**config.mk**
```make
export PLATFORM = sky130hd
export DESIGN_NAME = aes128_byte_loader
export DESIGN_NICKNAME = d
export VERILOG_FILES = /design/src/rtl/aes128_pkg.sv /design/src/rtl/aes128_byte_shreg.sv /design/src/rtl/aes128_byte_loader.sv
export SDC_FILE = /design/constraint.sdc
export NUM_CORES = 1
export LEC_CHECK = 0
export ABC_CLOCK_PERIOD_IN_PS = 33600
export BUFFER_PORTS_ARGS = -buffer_cell sky130_fd_sc_hd__buf_2
export CAP_MARGIN = 5
export CORE_MARGIN = 2
export CORE_UTILIZATION = 50
export DETAILED_ROUTE_END_ITERATION = 10
export PLACE_DENSITY = 0.78
export SYNTH_ARGS = -nofsm -noshare
export SYNTH_HDL_FRONTEND = slang
export SYNTH_SLANG_ARGS = --single-unit
```
**constraint.sdc**
```tcl
create_clock -name clk -period 33.6 [get_ports clk]
set_input_delay 0 -clock clk [delete_from_list [all_inputs] [get_ports clk]]
set_output_delay 0 -clock clk [all_outputs]
set_load 0.005 [all_outputs]
```
**src/rtl/aes128_pkg.sv**
```systemverilog
// Shared types and constants for the AES-128 byte-stream loader.
package aes128_pkg;

  localparam int unsigned BYTE_BITS           = 8;
  localparam int unsigned BLOCK_BITS          = 128;
  localparam int unsigned BLOCK_BYTES         = 16;
  localparam int unsigned CNT_W               = 4;
  localparam int unsigned LAT_W               = 8;
  localparam int unsigned HDR_MODE_BIT        = 0;
  localparam int unsigned HDR_KEY_BIT         = 1;
  localparam int unsigned AES_LATENCY_DEFAULT = 11;

  typedef enum logic [2:0] {
    HDR  = 3'd0,
    KEY  = 3'd1,
    MSG  = 3'd2,
    WAIT = 3'd3,
    SEND = 3'd4
  } state_e;

endpackage

```
**src/rtl/aes128_byte_shreg.sv**
```systemverilog
// 128-bit register with byte shift-in, parallel load and byte shift-out.
//   clk, rst      : clock, asynchronous active-high clear
//   i_load        : parallel load of i_par (highest priority)
//   i_load_byte   : shift i_byte in at the LSB end, MSB byte falls off
//   i_shift_out   : shift left one byte, zero fill
//   o_q           : register contents
module aes128_byte_shreg
  import aes128_pkg::*;
(
  input  logic                  clk,
  input  logic                  rst,
  input  logic                  i_load,
  input  logic [BLOCK_BITS-1:0] i_par,
  input  logic                  i_load_byte,
  input  logic [BYTE_BITS-1:0]  i_byte,
  input  logic                  i_shift_out,
  output logic [BLOCK_BITS-1:0] o_q
);

  logic [BLOCK_BITS-1:0] r_q;

  always_ff @(posedge clk or posedge rst) begin
    if (rst) begin
      r_q <= '0;
    end else if (i_load) begin
      r_q <= i_par;
    end else if (i_load_byte) begin
      r_q <= {r_q[BLOCK_BITS-BYTE_BITS-1:0], i_byte};
    end else if (i_shift_out) begin
      r_q <= {r_q[BLOCK_BITS-BYTE_BITS-1:0], BYTE_BITS'(0)};
    end
  end

  assign o_q = r_q;

endmodule

```
**src/rtl/aes128_byte_loader.sv**
```systemverilog
// Byte-stream front end for aes128_top: assembles header/key/message from a
// valid/ready byte stream, waits the fixed core latency, then streams the
// 16 result bytes out MSB first.
//   clk, reset                      : clock, asynchronous active-high reset
//   in_data/in_valid/in_ready       : input byte stream
//   out_data/out_valid/out_ready    : result byte stream, out_last on byte 16
//   busy                            : high outside the header state
//   aes_key/aes_mode/aes_message    : operands driven to the core
//   aes_result                      : core output, sampled after AES_LATENCY
module aes128_byte_loader
  import aes128_pkg::*;
#(
  parameter int unsigned AES_LATENCY = AES_LATENCY_DEFAULT
) (
  input  logic                  clk,
  input  logic                  reset,
  input  logic [BYTE_BITS-1:0]  in_data,
  input  logic                  in_valid,
  output logic                  in_ready,
  output logic [BYTE_BITS-1:0]  out_data,
  output logic                  out_valid,
  input  logic                  out_ready,
  output logic                  out_last,
  output logic                  busy,
  output logic [BLOCK_BITS-1:0] aes_key,
  output logic                  aes_mode,
  output logic [BLOCK_BITS-1:0] aes_message,
  input  logic [BLOCK_BITS-1:0] aes_result
);

  state_e               r_state;
  logic [CNT_W-1:0]     r_cnt;
  logic [LAT_W-1:0]     r_lat;
  logic                 r_mode;
  logic                 r_in_ready;
  logic                 r_out_valid;
  logic                 r_out_last;
  logic                 r_busy;

  logic                  w_in_xfer;
  logic                  w_out_xfer;
  logic                  w_cnt_last;
  logic                  w_key_shift;
  logic                  w_msg_shift;
  logic                  w_res_load;
  logic                  w_res_shift;
  logic [BLOCK_BITS-1:0] w_key_q;
  logic [BLOCK_BITS-1:0] w_msg_q;
  logic [BLOCK_BITS-1:0] w_res_q;
  logic                  w_unused_res;

  assign w_in_xfer   = in_valid && r_in_ready;
  assign w_out_xfer  = out_ready && r_out_valid;
  assign w_cnt_last  = (r_cnt == CNT_W'(BLOCK_BYTES - 1));
  assign w_key_shift = w_in_xfer && (r_state == KEY);
  assign w_msg_shift = w_in_xfer && (r_state == MSG);
  // Core output is sampled on the edge where the latency counter reads 1.
  assign w_res_load  = (r_state == WAIT) && (r_lat == LAT_W'(1));
  assign w_res_shift = w_out_xfer && (r_state == SEND);

  aes128_byte_shreg u_key (
    .clk         (clk),
    .rst         (reset),
    .i_load      (1'b0),
    .i_par       ('0),
    .i_load_byte (w_key_shift),
    .i_byte      (in_data),
    .i_shift_out (1'b0),
    .o_q         (w_key_q)
  );

  aes128_byte_shreg u_msg (
    .clk         (clk),
    .rst         (reset),
    .i_load      (1'b0),
    .i_par       ('0),
    .i_load_byte (w_msg_shift),
    .i_byte      (in_data),
    .i_shift_out (1'b0),
    .o_q         (w_msg_q)
  );

  aes128_byte_shreg u_res (
    .clk         (clk),
    .rst         (reset),
    .i_load      (w_res_load),
    .i_par       (aes_result),
    .i_load_byte (1'b0),
    .i_byte      ('0),
    .i_shift_out (w_res_shift),
    .o_q         (w_res_q)
  );

  // Only the top byte of the result buffer is ever presented.
  assign w_unused_res = ^w_res_q[BLOCK_BITS-BYTE_BITS-1:0];

  // Frame sequencer with registered handshake and status outputs.
  always_ff @(posedge clk or posedge reset) begin
    if (reset) begin
      r_state     <= HDR;
      r_cnt       <= '0;
      r_lat       <= '0;
      r_mode      <= 1'b0;
      r_in_ready  <= 1'b0;
      r_out_valid <= 1'b0;
      r_out_last  <= 1'b0;
      r_busy      <= 1'b0;
    end else begin
      case (r_state)
        HDR: begin
          r_in_ready <= 1'b1;
          if (w_in_xfer) begin
            r_mode <= in_data[HDR_MODE_BIT];
            r_cnt  <= '0;
            r_busy <= 1'b1;
            r_state <= in_data[HDR_KEY_BIT] ? KEY : MSG;
          end
        end
        KEY: begin
          if (w_in_xfer) begin
            r_cnt <= r_cnt + CNT_W'(1);
            if (w_cnt_last) r_state <= MSG;
          end
        end
        MSG: begin
          if (w_in_xfer) begin
            r_cnt <= r_cnt + CNT_W'(1);
            if (w_cnt_last) begin
              r_lat      <= LAT_W'(AES_LATENCY);
              r_in_ready <= 1'b0;
              r_state    <= WAIT;
            end
          end
        end
        WAIT: begin
          r_lat <= r_lat - LAT_W'(1);
          if (r_lat == LAT_W'(1)) begin
            r_out_valid <= 1'b1;
            r_out_last  <= 1'b0;
            r_state     <= SEND;
          end
        end
        SEND: begin
          if (w_out_xfer) begin
            r_cnt      <= r_cnt + CNT_W'(1);
            // Flag the next byte as last when the 15th byte leaves.
            r_out_last <= (r_cnt == CNT_W'(BLOCK_BYTES - 2));
            if (w_cnt_last) begin
              r_out_valid <= 1'b0;
              r_out_last  <= 1'b0;
              r_in_ready  <= 1'b1;
              r_busy      <= 1'b0;
              r_state     <= HDR;
            end
          end
        end
        default: r_state <= HDR;
      endcase
    end
  end

  assign in_ready    = r_in_ready;
  assign out_valid   = r_out_valid;
  assign out_last    = r_out_last;
  assign out_data    = w_res_q[BLOCK_BITS-1 -: BYTE_BITS];
  assign busy        = r_busy;
  assign aes_mode    = r_mode;
  assign aes_key     = w_key_q;
  assign aes_message = w_msg_q;

endmodule

```
==> flow_summary.json <==
{
  "dr_total_vias": 12700,
  "fin_tns_setup_ps": 0,
  "vdd.ir_drop.worst_mv": 0.0548,
  "total_power_mw": 1.40,
  "drc": 0,
  "skew_ps": 18.3,
  "cts-htree-levels": 2,
  "worstSetupPathType": "register to register",
  "design.die.area_sq_mm": 0.0344,
  "end_kind": "register",
  "crit_required_ps": 33990,
  "dpl_cell_area_sq_mm": 0.0186,
  "cts.sinks": 404,
  "syn-cell-area_sq_mm": 0.0164,
  "layout_commonest_cell": "buf_2",
  "port-buffer-count": 408,
  "ys_ff_latch": 404,
  "grt_max_degree": 180,
  "grt_pass1_wl_um": 67200,
  "num-nets-final": 2006,
  "grt_pass1_vias": 12700,
  "track_usage_pct": 24.8,
  "tightest_slew_ps": 1190,
  "netlist_instances": 1360,
  "ctsLongestPathBuffers": 3,
  "seqPwrFrac_pct": 47.2,
  "root_buffer": "clkbuf_16",
  "wl_per_cell_um": 18.6,
  "core_sq_mm": 0.0325,
  "multiInputGateArea_sq_mm": 0.00577,
  "vias_per_cell": 5.43,
  "place_ws_ps": 30330,
  "num_io_pins": 409,
  "final.setup.worst_slack_ps": 30060,
  "async_reset_ff_share_pct": 100,
  "clock_power_share_pct": 31.8,
  "combPwrFrac_pct": 21.0,
  "final_hold_viol_count": 0,
  "max_freq_mhz": 282,
  "powerDensity_mw_per_mm2": 65.8,
  "p_leak_nw": 10.8,
  "hp-class": "input pin to async pin",
  "seq_area_sq_mm": 0.0101,
  "final_area_sq_mm": 0.0213,
  "syn_to_final_growth_pct": 29.5,
  "detail-route-antenna-nets": 0,
  "path_max_fanout": 128,
  "start_util_pct": 50.7,
  "rsz0062_at_grt": "false",
  "synth_edf_count": 0,
  "ys_warn_count": 0,
  "fp.dieW_um": 185,
  "slew_headroom_pct": 20.4,
  "finalWirelength_um": 43600,
  "fin_util_pct": 65.6,
  "synth_top_flop_cell": "dfrtp_1",
  "overflow": 0,
  "first_iter_violations": 937,
  "clock_latency_ps": 530,
  "post_synth_num_cell_types": 47,
  "synth-seq-area-share_pct": 61.5,
  "cts_tree": "yes",
  "post_cts_buffers": 0,
  "switching_share_pct": 28.2,
  "maxCapViolCount": 0,
  "syn_avg_cell_area_sq_um": 12.1,
  "layout-drive-gt1-share_pct": 37.8,
  "dp_cells": 2121,
  "cts_resized": 0,
  "status": "finished, final reports clean",
  "fill_cells": 2367,
  "num_rows": 66,
  "instances_no_fill": 2340,
  "holdBufCountCts": 139,
  "p_int_mw": 1.01,
  "drt_pass1_iterations": 5,
  "gp_congestion": 0.810,
  "antenna_found_initial": 1,
  "finalSetupViolCount": 0,
  "syn_nets": 1504,
  "fin_crit_sh_pct": 10.6,
  "die_y_um": 185,
  "power_switching_uw": 396,
  "layout_common_cells": "buf_2, dfrtp_1, nand2_1",
  "period_needed_ps": 3540,
  "dp_hpwl_um": 26200,
  "startpoint_type": "register",
  "hold_slack_ps": 213,
  "crit_arrival_ps": 3940,
  "path_clk_slew_ps": 60,
  "cts_made_buffers": 42,
  "slew_violations": 0
}
[synth_stat cells (2+ instances only)]
library cell  count  area [sq um]
a21oi_1          14          70.1
nand2_1         251           942
buf_4            11          82.6
nand3_1          12          60.1
nor2_1          132           495
xor2_1            2          17.5
mux2_2          231          2600
o22ai_1           8          50.1
nor3_1           10          50.1
o2bb2ai_1         2          17.5
ha_1              4          50.1
o21a_1            2          15.0
buf_6            12           135
nand4_1           2          12.5
clkbuf_2          2          10.0
a22oi_1           2          15.0
mux2i_1           2          20.0
buf_2            56           280
a31oi_1         113           707
o21ai_0          11          55.1
clkbuf_1         16          60.1
dfrtp_1         404         10100
and3_1            2          12.5
nand3b_1          3          22.5
nand4b_1          5          43.8
inv_1             6          22.5
mux2_1           25           282
[flip-flops by register name (all words and copies together), names as in the netlist]
name	flops
out_valid	1
r_lat	8
aes_mode	1
u_res.o_q	128
in_ready	1
r_state	3
r_cnt	4
busy	1
u_key.o_q	128
u_msg.o_q	128
out_last	1
[cell type report]
type / count / area share, %
Antenna cell: 3 / 0.0353
Clock buffer: 65 / 5.68
Clock inverter: 12 / 0.523
Inverter: 6 / 0.141
Multi-Input combinational cell: 853 / 27.1
Sequential cell: 404 / 47.5
Tap cell: 442 / 2.60
Timing Repair Buffer: 555 / 16.5
[cell families (layout without fill, tap and decap cells)]
kind of cell / Yosys count / after routing / synth area share, %
multiplexers: 258 / 258 / 17.7
XOR/XNOR: 2 / 2 / 0.107
adder cells (fa/ha/maj): 4 / 4 / 0.304
AO/OA/AOI/OAI: 158 / 158 / 5.96
AND/OR/NAND/NOR: 431 / 431 / 10.9
buffers and inverters: 103 / 638 / 3.59
flip-flops: 404 / 404 / 61.5
other: 0 / 3 / 0
[per-layer routing]
metal | GRT usage, % | part of all wire (%) | vias to the layer above
met5 | 0 | 0 | -
met4 | 11.9 | 5.1 | 0
met3 | 4.80 | 6.4 | 174
met2 | 40.9 | 48 | 565
met1 | 31.4 | 40 | 6236
li1 | - | - | 5727
[power groups by stage]
| stage | clock (mW) | sequential (mW) | combinational, mW |
|---|---|---|---|
| 6_report | 0.446 | 0.662 | 0.294 |
| 3_3_place_gp | 0 | 0.659 | 0.272 |
| 4_1_cts | 0.454 | 0.660 | 0.296 |
| 5_1_grt | 0.476 | 0.675 | 0.319 |
| 3_5_place_dp | 0 | 0.666 | 0.280 |
| 2_1_floorplan | 0 | 0.655 | 0.155 |
[final timing paths]
path                                            startpoint                    endpoint  slack, ps  cells past startpoint
worst min-delay path                                 reset    u_key.o_q[8]$_DFFE_PP0P_        210                      3
min in group clk                             aes_result[2]    u_res.o_q[2]$_DFFE_PP0P_        260                      4
max in group asynchronous                            reset  u_msg.o_q[107]$_DFFE_PP0P_      31670                      4
worst max-delay path                r_state[0]$_DFFE_PP0P_   u_res.o_q[70]$_DFFE_PP0P_      30060                      6
worst min register to register  u_msg.o_q[120]$_DFFE_PP0P_  u_msg.o_q[120]$_DFFE_PP0P_        480                      1
worst max register to register      r_state[0]$_DFFE_PP0P_   u_res.o_q[70]$_DFFE_PP0P_      30060                      6
[critical path: stages (launching register included)]
cell	delay [ps]
dfrtp_1	590
and3b_1	360
nand4_4	130
buf_4	910
buf_4	950
nor2_1	90
a31oi_1	350
(Power assumes the default switching activity.)
